**config.mk**
```make
export PLATFORM = sky130hd
export DESIGN_NAME = chunk_feed_ctrl
export DESIGN_NICKNAME = d
export VERILOG_FILES = /design/src/rtl/npu_pkg.sv /design/src/rtl/bank_writer.sv /design/src/rtl/chunk_feed_ctrl.sv
export SDC_FILE = /design/constraint.sdc
export NUM_CORES = 1
export LEC_CHECK = 0
export CORE_AREA = 2 2 464 466
export DETAILED_ROUTE_END_ITERATION = 6
export DIE_AREA = 0 0 466 468
export DONT_BUFFER_PORTS = 1
export PLACE_DENSITY = 0.33
export SLEW_MARGIN = 15
export SYNTH_ARGS = -nofsm -noshare
export SYNTH_HDL_FRONTEND = slang
export SYNTH_SLANG_ARGS = --single-unit
```
**constraint.sdc**
```tcl
create_clock -name clk_i -period 4.47 [get_ports clk_i]
set_clock_uncertainty 0.2 [all_clocks]
set_input_delay 0.894 -clock clk_i [delete_from_list [all_inputs] [get_ports clk_i]]
set_output_delay 0.894 -clock clk_i [all_outputs]
set_load 0.03 [all_outputs]
```
**src/rtl/npu_pkg.sv**
```systemverilog
// ============================================================================
//  Module   : npu_pkg
//  Purpose  : Shared types and derivation helpers for the chunk feed path.
//             - feed_state_e : read-side sequencer states (IDLE/START/RUN)
//             - calc_wr_cyc_num       : beats per chunk bank
//             - calc_rd_sparsemap_num : sparsemap words per chunk bank
//             - idx_width             : index width for a count of items
//  Revision : 1.0 - initial release
// ============================================================================
`default_nettype none

package npu_pkg;

   typedef enum logic [1:0] {
      ST_IDLE  = 2'd0,
      ST_START = 2'd1,
      ST_RUN   = 2'd2
   } feed_state_e;

   // Beats needed to fill one chunk bank.
   function automatic int calc_wr_cyc_num(input int mem_size, input int bus_size);
      return mem_size / bus_size;
   endfunction

   // Sparsemap words the compute unit reads per chunk.
   function automatic int calc_rd_sparsemap_num(input int mem_size, input int prefix_sum_size);
      return mem_size / prefix_sum_size;
   endfunction

   // Width of an index into n items; never narrower than one bit.
   function automatic int idx_width(input int n);
      return (n > 1) ? $clog2(n) : 1;
   endfunction

endpackage

`default_nettype wire

```
**src/rtl/bank_writer.sv**
```systemverilog
// ============================================================================
//  Module   : bank_writer
//  Purpose  : Write side of one operand (IFM or filter) into a two-bank
//             ping-pong buffer. Accepts valid/ready beats, registers each
//             accepted beat as a write strobe, counts beats per chunk,
//             alternates banks and tracks per-bank full flags.
//  Ports    : i_clk, i_rst          clock, synchronous active-high reset
//             i_valid / o_ready     beat handshake
//             i_sparsemap, i_data   beat payload
//             i_release, i_release_bank  free a bank (compute finished)
//             o_sparsemap, o_data, o_wr_valid, o_wr_count, o_wr_sel
//                                   registered write beat to the buffer
//             o_full                current full flags
//             o_full_nxt            full flags being loaded at this edge
//  Revision : 1.0 - initial release
// ============================================================================
`default_nettype none

module bank_writer
   import npu_pkg::*;
#(
   parameter  int BUS_SIZE   = 32,
   parameter  int WR_CYC_NUM = 4,
   localparam int CNT_W      = idx_width(WR_CYC_NUM)
) (
   input  logic                  i_clk,
   input  logic                  i_rst,
   input  logic                  i_valid,
   output logic                  o_ready,
   input  logic [BUS_SIZE-1:0]   i_sparsemap,
   input  logic [BUS_SIZE*8-1:0] i_data,
   input  logic                  i_release,
   input  logic                  i_release_bank,
   output logic [BUS_SIZE-1:0]   o_sparsemap,
   output logic [BUS_SIZE*8-1:0] o_data,
   output logic                  o_wr_valid,
   output logic [CNT_W-1:0]      o_wr_count,
   output logic                  o_wr_sel,
   output logic [1:0]            o_full,
   output logic [1:0]            o_full_nxt
);

   logic [CNT_W-1:0]      r_count;
   logic                  r_wr_sel;
   logic [1:0]            r_full;
   logic                  r_set_pend;
   logic                  r_wr_valid;
   logic [CNT_W-1:0]      r_wr_count;
   logic                  r_wr_bank;
   logic [BUS_SIZE-1:0]   r_sparsemap;
   logic [BUS_SIZE*8-1:0] r_data;

   logic                  w_accept;
   logic                  w_last;
   logic [1:0]            w_full_nxt;

   assign o_ready  = ~r_full[r_wr_sel];
   assign w_accept = i_valid & o_ready;
   assign w_last   = (r_count == CNT_W'(WR_CYC_NUM - 1));

   // The full flag of a bank is raised one edge after its last beat was
   // accepted, i.e. together with the final write strobe leaving this block,
   // so the buffer holds the whole chunk before anyone can start on it.
   // Release and set never target the same bank: a bank is only written
   // while it is empty, and only a full bank is ever released.
   always_comb begin
      w_full_nxt = r_full;
      if (i_release) begin
         w_full_nxt[i_release_bank] = 1'b0;
      end
      if (r_set_pend) begin
         w_full_nxt[r_wr_bank] = 1'b1;
      end
   end

   always_ff @(posedge i_clk) begin
      if (i_rst) begin
         r_count     <= '0;
         r_wr_sel    <= 1'b0;
         r_full      <= '0;
         r_set_pend  <= 1'b0;
         r_wr_valid  <= 1'b0;
         r_wr_count  <= '0;
         r_wr_bank   <= 1'b0;
         r_sparsemap <= '0;
         r_data      <= '0;
      end else begin
         r_wr_valid <= w_accept;
         r_set_pend <= w_accept & w_last;
         r_full     <= w_full_nxt;
         if (w_accept) begin
            r_sparsemap <= i_sparsemap;
            r_data      <= i_data;
            r_wr_count  <= r_count;
            r_wr_bank   <= r_wr_sel;
            if (w_last) begin
               // Switching banks here means o_ready already reflects the
               // other bank in the cycle the final write goes out.
               r_count  <= '0;
               r_wr_sel <= ~r_wr_sel;
            end else begin
               r_count <= r_count + CNT_W'(1);
            end
         end
      end
   end

   assign o_sparsemap = r_sparsemap;
   assign o_data      = r_data;
   assign o_wr_valid  = r_wr_valid;
   assign o_wr_count  = r_wr_count;
   assign o_wr_sel    = r_wr_bank;
   assign o_full      = r_full;
   assign o_full_nxt  = w_full_nxt;

endmodule

`default_nettype wire

```
**src/rtl/chunk_feed_ctrl.sv**
```systemverilog
// ============================================================================
//  Module   : chunk_feed_ctrl
//  Purpose  : Upstream feeder for the compute unit. Streams IFM and filter
//             chunks into two-bank operand buffers and sequences the compute
//             unit: a chunk is started once both operands hold it in the same
//             bank, and that bank is freed when the compute unit signals end.
//  Ports    : clk_i, rst_i                      clock, sync active-high reset
//             ifm_*_i / filter_*_i              beat streams (valid/ready)
//             cfg_rd_sparsemap_last_i           captured at each chunk start
//             ifm_* / filter_* write outputs    registered buffer writes
//             ifm_rd_sel_o, filter_rd_sel_o     bank under computation
//             run_valid_o, chunk_start_o        compute unit control
//             rd_sparsemap_last_o               captured config value
//             chunk_end_i                       compute unit finished chunk
//             busy_o                            any bank full or compute active
//  Revision : 1.0 - initial release
// ============================================================================
`default_nettype none

module chunk_feed_ctrl
   import npu_pkg::*;
#(
   parameter  int BUS_SIZE         = 32,
   parameter  int MEM_SIZE         = 128,
   parameter  int PREFIX_SUM_SIZE  = 16,
   // Beats per chunk; the bank toggle scheme needs at least two.
   localparam int WR_CYC_NUM       = calc_wr_cyc_num(MEM_SIZE, BUS_SIZE),
   localparam int RD_SPARSEMAP_NUM = calc_rd_sparsemap_num(MEM_SIZE, PREFIX_SUM_SIZE),
   localparam int CNT_W            = idx_width(WR_CYC_NUM),
   localparam int RDL_W            = idx_width(RD_SPARSEMAP_NUM)
) (
   input  logic                  clk_i,
   input  logic                  rst_i,
   // IFM beat stream
   input  logic                  ifm_valid_i,
   output logic                  ifm_ready_o,
   input  logic [BUS_SIZE-1:0]   ifm_sparsemap_i,
   input  logic [BUS_SIZE*8-1:0] ifm_data_i,
   // filter beat stream
   input  logic                  filter_valid_i,
   output logic                  filter_ready_o,
   input  logic [BUS_SIZE-1:0]   filter_sparsemap_i,
   input  logic [BUS_SIZE*8-1:0] filter_data_i,
   // configuration
   input  logic [RDL_W-1:0]      cfg_rd_sparsemap_last_i,
   // IFM buffer write side
   output logic [BUS_SIZE-1:0]   ifm_sparsemap_o,
   output logic [BUS_SIZE*8-1:0] ifm_nonzero_data_o,
   output logic                  ifm_wr_valid_o,
   output logic [CNT_W-1:0]      ifm_wr_count_o,
   output logic                  ifm_wr_sel_o,
   output logic                  ifm_rd_sel_o,
   // filter buffer write side
   output logic [BUS_SIZE-1:0]   filter_sparsemap_o,
   output logic [BUS_SIZE*8-1:0] filter_nonzero_data_o,
   output logic                  filter_wr_valid_o,
   output logic [CNT_W-1:0]      filter_wr_count_o,
   output logic                  filter_wr_sel_o,
   output logic                  filter_rd_sel_o,
   // compute unit control
   output logic                  run_valid_o,
   output logic                  chunk_start_o,
   output logic [RDL_W-1:0]      rd_sparsemap_last_o,
   input  logic                  chunk_end_i,
   output logic                  busy_o
);

   feed_state_e      r_state;
   feed_state_e      w_state_nxt;
   logic             r_rd_sel;
   logic [RDL_W-1:0] r_rd_sparsemap_last;

   logic             w_release;
   logic             w_chunk_start;
   logic             w_run_valid;
   logic [1:0]       w_ifm_full;
   logic [1:0]       w_ifm_full_nxt;
   logic [1:0]       w_flt_full;
   logic [1:0]       w_flt_full_nxt;

   // A chunk is finished only by an end strobe that arrives while running.
   assign w_release = (r_state == ST_RUN) && chunk_end_i;

   bank_writer #(
      .BUS_SIZE   (BUS_SIZE),
      .WR_CYC_NUM (WR_CYC_NUM)
   ) u_ifm_writer (
      .i_clk          (clk_i),
      .i_rst          (rst_i),
      .i_valid        (ifm_valid_i),
      .o_ready        (ifm_ready_o),
      .i_sparsemap    (ifm_sparsemap_i),
      .i_data         (ifm_data_i),
      .i_release      (w_release),
      .i_release_bank (r_rd_sel),
      .o_sparsemap    (ifm_sparsemap_o),
      .o_data         (ifm_nonzero_data_o),
      .o_wr_valid     (ifm_wr_valid_o),
      .o_wr_count     (ifm_wr_count_o),
      .o_wr_sel       (ifm_wr_sel_o),
      .o_full         (w_ifm_full),
      .o_full_nxt     (w_ifm_full_nxt)
   );

   bank_writer #(
      .BUS_SIZE   (BUS_SIZE),
      .WR_CYC_NUM (WR_CYC_NUM)
   ) u_filter_writer (
      .i_clk          (clk_i),
      .i_rst          (rst_i),
      .i_valid        (filter_valid_i),
      .o_ready        (filter_ready_o),
      .i_sparsemap    (filter_sparsemap_i),
      .i_data         (filter_data_i),
      .i_release      (w_release),
      .i_release_bank (r_rd_sel),
      .o_sparsemap    (filter_sparsemap_o),
      .o_data         (filter_nonzero_data_o),
      .o_wr_valid     (filter_wr_valid_o),
      .o_wr_count     (filter_wr_count_o),
      .o_wr_sel       (filter_wr_sel_o),
      .o_full         (w_flt_full),
      .o_full_nxt     (w_flt_full_nxt)
   );

   // Read sequencer. The IDLE decision looks at the flag values being
   // loaded on this edge so that START coincides with the first cycle in
   // which both full flags of the read bank read as set. Leaving RUN always
   // passes through IDLE, giving the one-cycle gap between chunks.
   always_comb begin
      w_state_nxt   = r_state;
      w_chunk_start = 1'b0;
      w_run_valid   = 1'b0;
      case (r_state)
         ST_IDLE: begin
            if (w_ifm_full_nxt[r_rd_sel] && w_flt_full_nxt[r_rd_sel]) begin
               w_state_nxt = ST_START;
            end
         end
         ST_START: begin
            w_chunk_start = 1'b1;
            w_run_valid   = 1'b1;
            w_state_nxt   = ST_RUN;
         end
         ST_RUN: begin
            w_run_valid = 1'b1;
            if (chunk_end_i) begin
               w_state_nxt = ST_IDLE;
            end
         end
         default: begin
            w_state_nxt = ST_IDLE;
         end
      endcase
   end

   always_ff @(posedge clk_i) begin
      if (rst_i) begin
         r_state             <= ST_IDLE;
         r_rd_sel            <= 1'b0;
         r_rd_sparsemap_last <= '0;
      end else begin
         r_state <= w_state_nxt;
         if (w_release) begin
            r_rd_sel <= ~r_rd_sel;
         end
         // Captured on entry to START so the value is stable alongside the
         // start pulse and for the whole chunk.
         if ((r_state == ST_IDLE) && (w_state_nxt == ST_START)) begin
            r_rd_sparsemap_last <= cfg_rd_sparsemap_last_i;
         end
      end
   end

   assign ifm_rd_sel_o        = r_rd_sel;
   assign filter_rd_sel_o     = r_rd_sel;
   assign chunk_start_o       = w_chunk_start;
   assign run_valid_o         = w_run_valid;
   assign rd_sparsemap_last_o = r_rd_sparsemap_last;
   assign busy_o              = (|w_ifm_full) | (|w_flt_full) | (r_state != ST_IDLE);

endmodule

`default_nettype wire

```
======== Word-level counts from Yosys, hierarchy flattened ========
Index checks and enable logic that the tools add are counted.
word-level totals
  register bits after elaboration ......... 602
  output and inout bits ................... 594
  logic and storage cells ................. 90
cells by class
  $add $sub $neg .......................... 2
  order comparisons ....................... 8
  eq/ne operators ......................... 5
  mux-type cells .......................... 25
  bitwise logic cells ..................... 16
  reduce and logical (&&, ||, !) cells .... 13
operator list
  kind                 count
  $mux 2               8
  $mux 1               13
  $lt 1x2->1 const B   5
  $eq 2x2->1 const B   3
  $logic_and 1x1->1    6
  $pmux 2 s3           1
  $reduce_or 2->1      3
  $not 1->1            5
  $add 2x1->2 const B  2
  $and 1x1->1          4
  $and 2x2->2          2
  $eq 2x1->1 const B   2
  $or 2x2->2           2
  $reduce_and 2->1     2
  $demux 1 s1          3
  $ge 1x1->1 const B   3
  $logic_not 2->1      1
  $not 2->2            1
  $or 1x1->1           2
  $reduce_bool 2->1    1

======== Longest topological paths before layout ========
  depth in word-level cells ............... 16
  gate-level depth with buffers ........... 8
  mapped depth without buffers ............ 7

======== Cells and area by module ========
From an unflattened synthesis, not the netlist that was laid out.
second synthesis, totals
  cell total of the unflattened synthesis .. 2,758
  area, all modules ....................... 25,623.3 um2
by module, submodules not included
  module                         instances  cells an instance  area an instance (um2)  seq. area each (um2)
  bank_writer (u_filter_writer)  1          1,358              12,615.8                5,965.7
  bank_writer (u_ifm_writer)     1          1,358              12,609.6                5,965.7
  chunk_feed_ctrl                1          42                 397.9                   120.1

======== Least setup slack after synthesis ========
No wires, ideal clock.
  path type ............................... reg2reg
  start point ............................. register u_ifm_writer.r_wr_sel
  end point ............................... register u_ifm_writer.r_count[0]
  setup time .............................. 128 ps
  data arrival time ....................... 1,761 ps
  data required time ...................... 4,142 ps
  slack ................................... 2,381 ps
  stages on the path, launching flop included .. 7
  path buffers ............................ 2
  path through ............................ dfxtp_1 > mux2i_1 > nand2_1 > buf_2 > buf_2 > a21oi_1 > nor2_1
between the ends
  word-level cells in the longest chain between the ends .. 4
RTL lines
  element                                    line                   source
  start, declared                            bank_writer.sv:44      logic r_wr_sel;
  start signal, assigned                     bank_writer.sv:100     r_wr_sel <= ~r_wr_sel;
  $mux 1 (implied by the code) (2 in a row)  bank_writer.sv:57      assign o_ready = ~r_full[r_wr_sel];
  $not 1->1                                  bank_writer.sv:57
  named net ifm_ready_o                      chunk_feed_ctrl.sv:36  output logic ifm_ready_o,
  $and 1x1->1                                bank_writer.sv:58      assign w_accept = i_valid & o_ready;
  end signal, assigned                       bank_writer.sv:102     r_count <= r_count + CNT_W'(1);
  end, declared                              bank_writer.sv:43      logic [CNT_W-1:0] r_count;
The timed path passes the listed nets, and every way through them passes these cells. The select of a mux whose other input is x is not followed.
A chain may end at the register's enable or synchronous reset.

======== Worst setup path in the final report ========
  start point ............................. register r_state[0]
  end point ............................... output busy_o
between the ends
  word-level cells in the longest chain between the ends .. 2
RTL lines
  element                 line                    source
  start, declared         chunk_feed_ctrl.sv:68   feed_state_e r_state;
  start signal, assigned  chunk_feed_ctrl.sv:163  r_state <= w_state_nxt;
  $reduce_bool 2->1       chunk_feed_ctrl.sv:180  assign busy_o = (|w_ifm_full) | (|w_flt_full) | (r_state != ST_IDLE);
  $or 1x1->1              chunk_feed_ctrl.sv:180
  end, declared           chunk_feed_ctrl.sv:65   output logic busy_o
Every way passes these cells.

==> results_dict.tcl <==
set metrics [dict create \
    outcome "completed" \
    final_cells 5454 \
    drc 0 \
    timing.rr.start "u_filter_writer.r_wr_sel" \
    synth.net_count 3216 \
    num_io_pins 1178 \
    synth_top_family_by_area "simple AND/OR/NAND/NOR gates" \
    cts_buffers 80 \
    hp-class "in -> reg" \
    leakage_nw 9.309 \
    globalplace.congestion 0.8543 \
    drt-total-wl_mm 117.8 \
    drive_above_1_share_pct 6.462 \
    path_clk_slew_ps 70 \
    routed_via_density 3.262 \
    start_util_pct 9.826 \
    post-place-cells 5296 \
    final_hold_viol_count 0 \
    grt_max_degree 604 \
    finalCritPeriodShare_pct 67.65 \
    synth-adder-area-share_pct 0.3581 \
    clk_path_buf_depth 3 \
    min_period_ps 3024 \
    ys_types 30 \
    port_buffers 0 \
    fin_area_sq_mm 0.02659 \
    grt_pass1_vias 16940 \
    tightest_slew_ps 1369 \
    fin_nets 3134 \
    cts_root_buf "clkbuf_16" \
    drv_cap 0 \
    ys_ff_latch 602 \
    avgSynthCellArea_sq_um 7.983 \
    cts_setup_buffers 0 \
    cts_hold_buf 1 \
    core_area_sq_mm 0.2133 \
    syn_inst 2626 \
    yosys_warnings 0 \
    clk_latency_ps 700 \
    vias 17790 \
    hpwl_mm 91.52 \
    die_w_um 466 \
    rsz0062_at_grt "false" \
    h-tree-depth 3 \
    drv_slew 0 \
    muxShareOfSynthArea_pct 0.2567 \
    critPathRequiredTime_ps 3380 \
    worstPathMaxFanout 5 \
    cts_tree "yes" \
    path_delay_family "simple AND/OR/NAND/NOR gates" \
    worstPathCellList "inv_1, ha_1, nand2_1" \
    crit_path_max_incr_delay_ps 440 \
    start_kind "flip-flop" \
    worstPathArrival_ps 1930 \
    end_kind "output pin" \
    post_cts_resize_count 0 \
    critPathBufInv 1 \
    grt_pass1_wl_mm 151.6 \
    firstDrtPassIters 5 \
    synth_xor_xnor_area_share_pct 0.08356 \
    grt_util_all_layers_pct 10.10 \
    vdd_drop_max_uv 292.4 \
    hp-start "rst_i" \
    setup-tns-final_ps 0 \
    synth-simple-area-share_pct 21.87 \
    setup_viol 0 \
    area_growth_syn_to_layout_pct 26.85 \
    grt_antenna_before_repair 54 \
    max_freq_mhz 330.7 \
    drt_iter0_markers 953 \
    power.density_mw_per_mm2 524.1 \
    die_area_sq_mm 0.2181 \
    cts.sinks 602 \
    grt_remaining_overflow 0 \
    wl_per_cell_um 21.59 \
    netlist_area_sq_mm 0.02096 \
    die_h_um 468 \
    startpoint "r_state[0]" \
    rows 170 \
    ys_seq_area_share_pct 57.49 \
    postLayoutCoreUtil_pct 12.46 \
    relSlewSlack_pct 8.757 \
    antenna_left 0 \
    place_area_sq_mm 0.02378 \
    crit_type "reg -> out" \
    synth_compound_area_share_pct 14.43 \
    crit_slowest_cell "nand2_1" \
]
==> metal layers <==
| layer | track usage [%] | vias to the layer above | share of wire, % | wire length, um |
|---|---|---|---|---|
| li1 | - | 8307 | - | - |
| met1 | 11.42 | 8321 | 38 | 44860 |
| met2 | 15.47 | 964 | 44 | 51810 |
| met3 | 6.376 | 163 | 15 | 17930 |
| met4 | 3.198 | 34 | 2.5 | 2963 |
| met5 | 0 | - | 0.16 | 193 |
==> metrics by stage <==
step           hold slack [ps]  setup slack, ps  power [W]
2_1_floorplan            248.8             2381   0.007033
3_3_place_gp             265.3             1629   0.007329
3_5_place_dp             273.3             1615   0.007341
4_1_cts                  1.427             1224    0.01422
5_1_grt                  8.020             1265    0.01459
6_report                 85.68             1446    0.01394
==> layout make-up <==
type                            instances  area [sq um]
Timing Repair Buffer                   35         475.5
Sequential cell                       602         12050
Tap cell                             2838          3551
Antenna cell                           16         40.04
Clock inverter                         33         422.9
Clock buffer                          105          2256
Multi-Input combinational cell       1820          7775
Fill cell                           24570        186800
Inverter                                5         18.77
==> placed cells by master (no fill, tap or decap), drive strengths merged <==
| cell type | Yosys | routed |
|---|---|---|
| ha | 6 | 6 |
| o221ai | 1 | 1 |
| a31oi | 2 | 2 |
| clkinvlp | 0 | 3 |
| o21bai | 1 | 1 |
| and3 | 1 | 1 |
| inv | 5 | 10 |
| and4 | 1 | 1 |
| nand2b | 6 | 6 |
| nand3 | 1 | 1 |
| clkbuf | 72 | 105 |
| bufinv | 0 | 5 |
| nor3 | 3 | 3 |
| dfxtp | 602 | 602 |
| and2 | 5 | 5 |
| buf | 127 | 34 |
| clkinv | 0 | 20 |
| o21ai | 4 | 4 |
| and4b | 1 | 1 |
| xor2 | 2 | 2 |
| nor2b | 2 | 2 |
| a21oi | 590 | 590 |
| nor4 | 1 | 1 |
| a21boi | 1 | 1 |
| diode | 0 | 16 |
| nor2 | 13 | 13 |
| nand2 | 1171 | 1171 |
| a22oi | 2 | 2 |
| dlygate4sd3 | 0 | 1 |
| nand3b | 1 | 1 |
| mux2i | 5 | 5 |
==> state kept, by name, summed over array words and instances (netlist names) <==
name,count
filter_rd_sel_o,1
r_state,2
rd_sparsemap_last_o,3
u_filter_writer.o_data,256
u_filter_writer.o_full,2
u_filter_writer.o_sparsemap,32
u_filter_writer.o_wr_count,2
u_filter_writer.o_wr_sel,1
u_filter_writer.o_wr_valid,1
u_filter_writer.r_count,2
u_filter_writer.r_set_pend,1
u_filter_writer.r_wr_sel,1
u_ifm_writer.o_data,256
u_ifm_writer.o_full,2
u_ifm_writer.o_sparsemap,32
u_ifm_writer.o_wr_count,2
u_ifm_writer.o_wr_sel,1
u_ifm_writer.o_wr_valid,1
u_ifm_writer.r_count,2
u_ifm_writer.r_set_pend,1
u_ifm_writer.r_wr_sel,1
==> cells in the mapped netlist <==
cell | instances | share of area [%]
inv_1 | 5 | 0.090
nor2_1 | 13 | 0.23
nor4_1 | 1 | 0.030
nor2b_1 | 2 | 0.060
nand2_1 | 1171 | 21
nand2b_1 | 6 | 0.18
o21bai_1 | 1 | 0.036
nand3_1 | 1 | 0.024
and4b_1 | 1 | 0.048
mux2i_2 | 1 | 0.066
buf_4 | 33 | 1.2
a21boi_0 | 1 | 0.036
buf_2 | 69 | 1.6
buf_1 | 1 | 0.018
o21ai_0 | 4 | 0.096
a31oi_1 | 2 | 0.060
clkbuf_1 | 72 | 1.3
mux2i_1 | 4 | 0.19
and3_1 | 1 | 0.030
o221ai_1 | 1 | 0.042
a21oi_1 | 590 | 14
dfxtp_1 | 602 | 57
ha_1 | 6 | 0.36
buf_6 | 24 | 1.3
nand3b_1 | 1 | 0.036
nor3_1 | 3 | 0.072
xor2_1 | 2 | 0.084
and2_1 | 5 | 0.15
and4_1 | 1 | 0.042
a22oi_1 | 2 | 0.072
==> worst paths after layout <==
check	endpoint	slack [ps]	depth (start not counted)
hold / removal	u_filter_writer.o_data[68]	90	1
hold reg to reg	u_filter_writer.o_wr_count[1]	280	2
setup / recovery	busy_o	1450	3
setup reg to reg	u_filter_writer.o_data[214]	1660	6
==> worst register-to-register path, cell delays in order (launching register included) <==
cell     delay, ps
dfxtp_1        380
mux2i_2        640
and2_4         620
buf_12         260
buf_12         340
nand2_1        160
a21oi_1        130
==> kinds of logic after synthesis <==
logic type | Yosys count
xor gates and xnor gates | 2
muxes | 5
and+or+nand+nor | 1206
adders and majority gates | 6
buffers and inverters | 204
AOI/OAI and AO/OA | 601
DFF | 602
==> report_power, final <==
part	internal [W]	leakage [nW]	switching (W)	total, W
Sequential	0.00566	4.96	0.000882	0.00654
Combinational	0.000224	3.03	0.000522	0.000746
Clock	0.00387	1.31	0.00278	0.00665
Total	0.00975	9.31	0.00418	0.0139
Power figures use the tool's default switching activity.
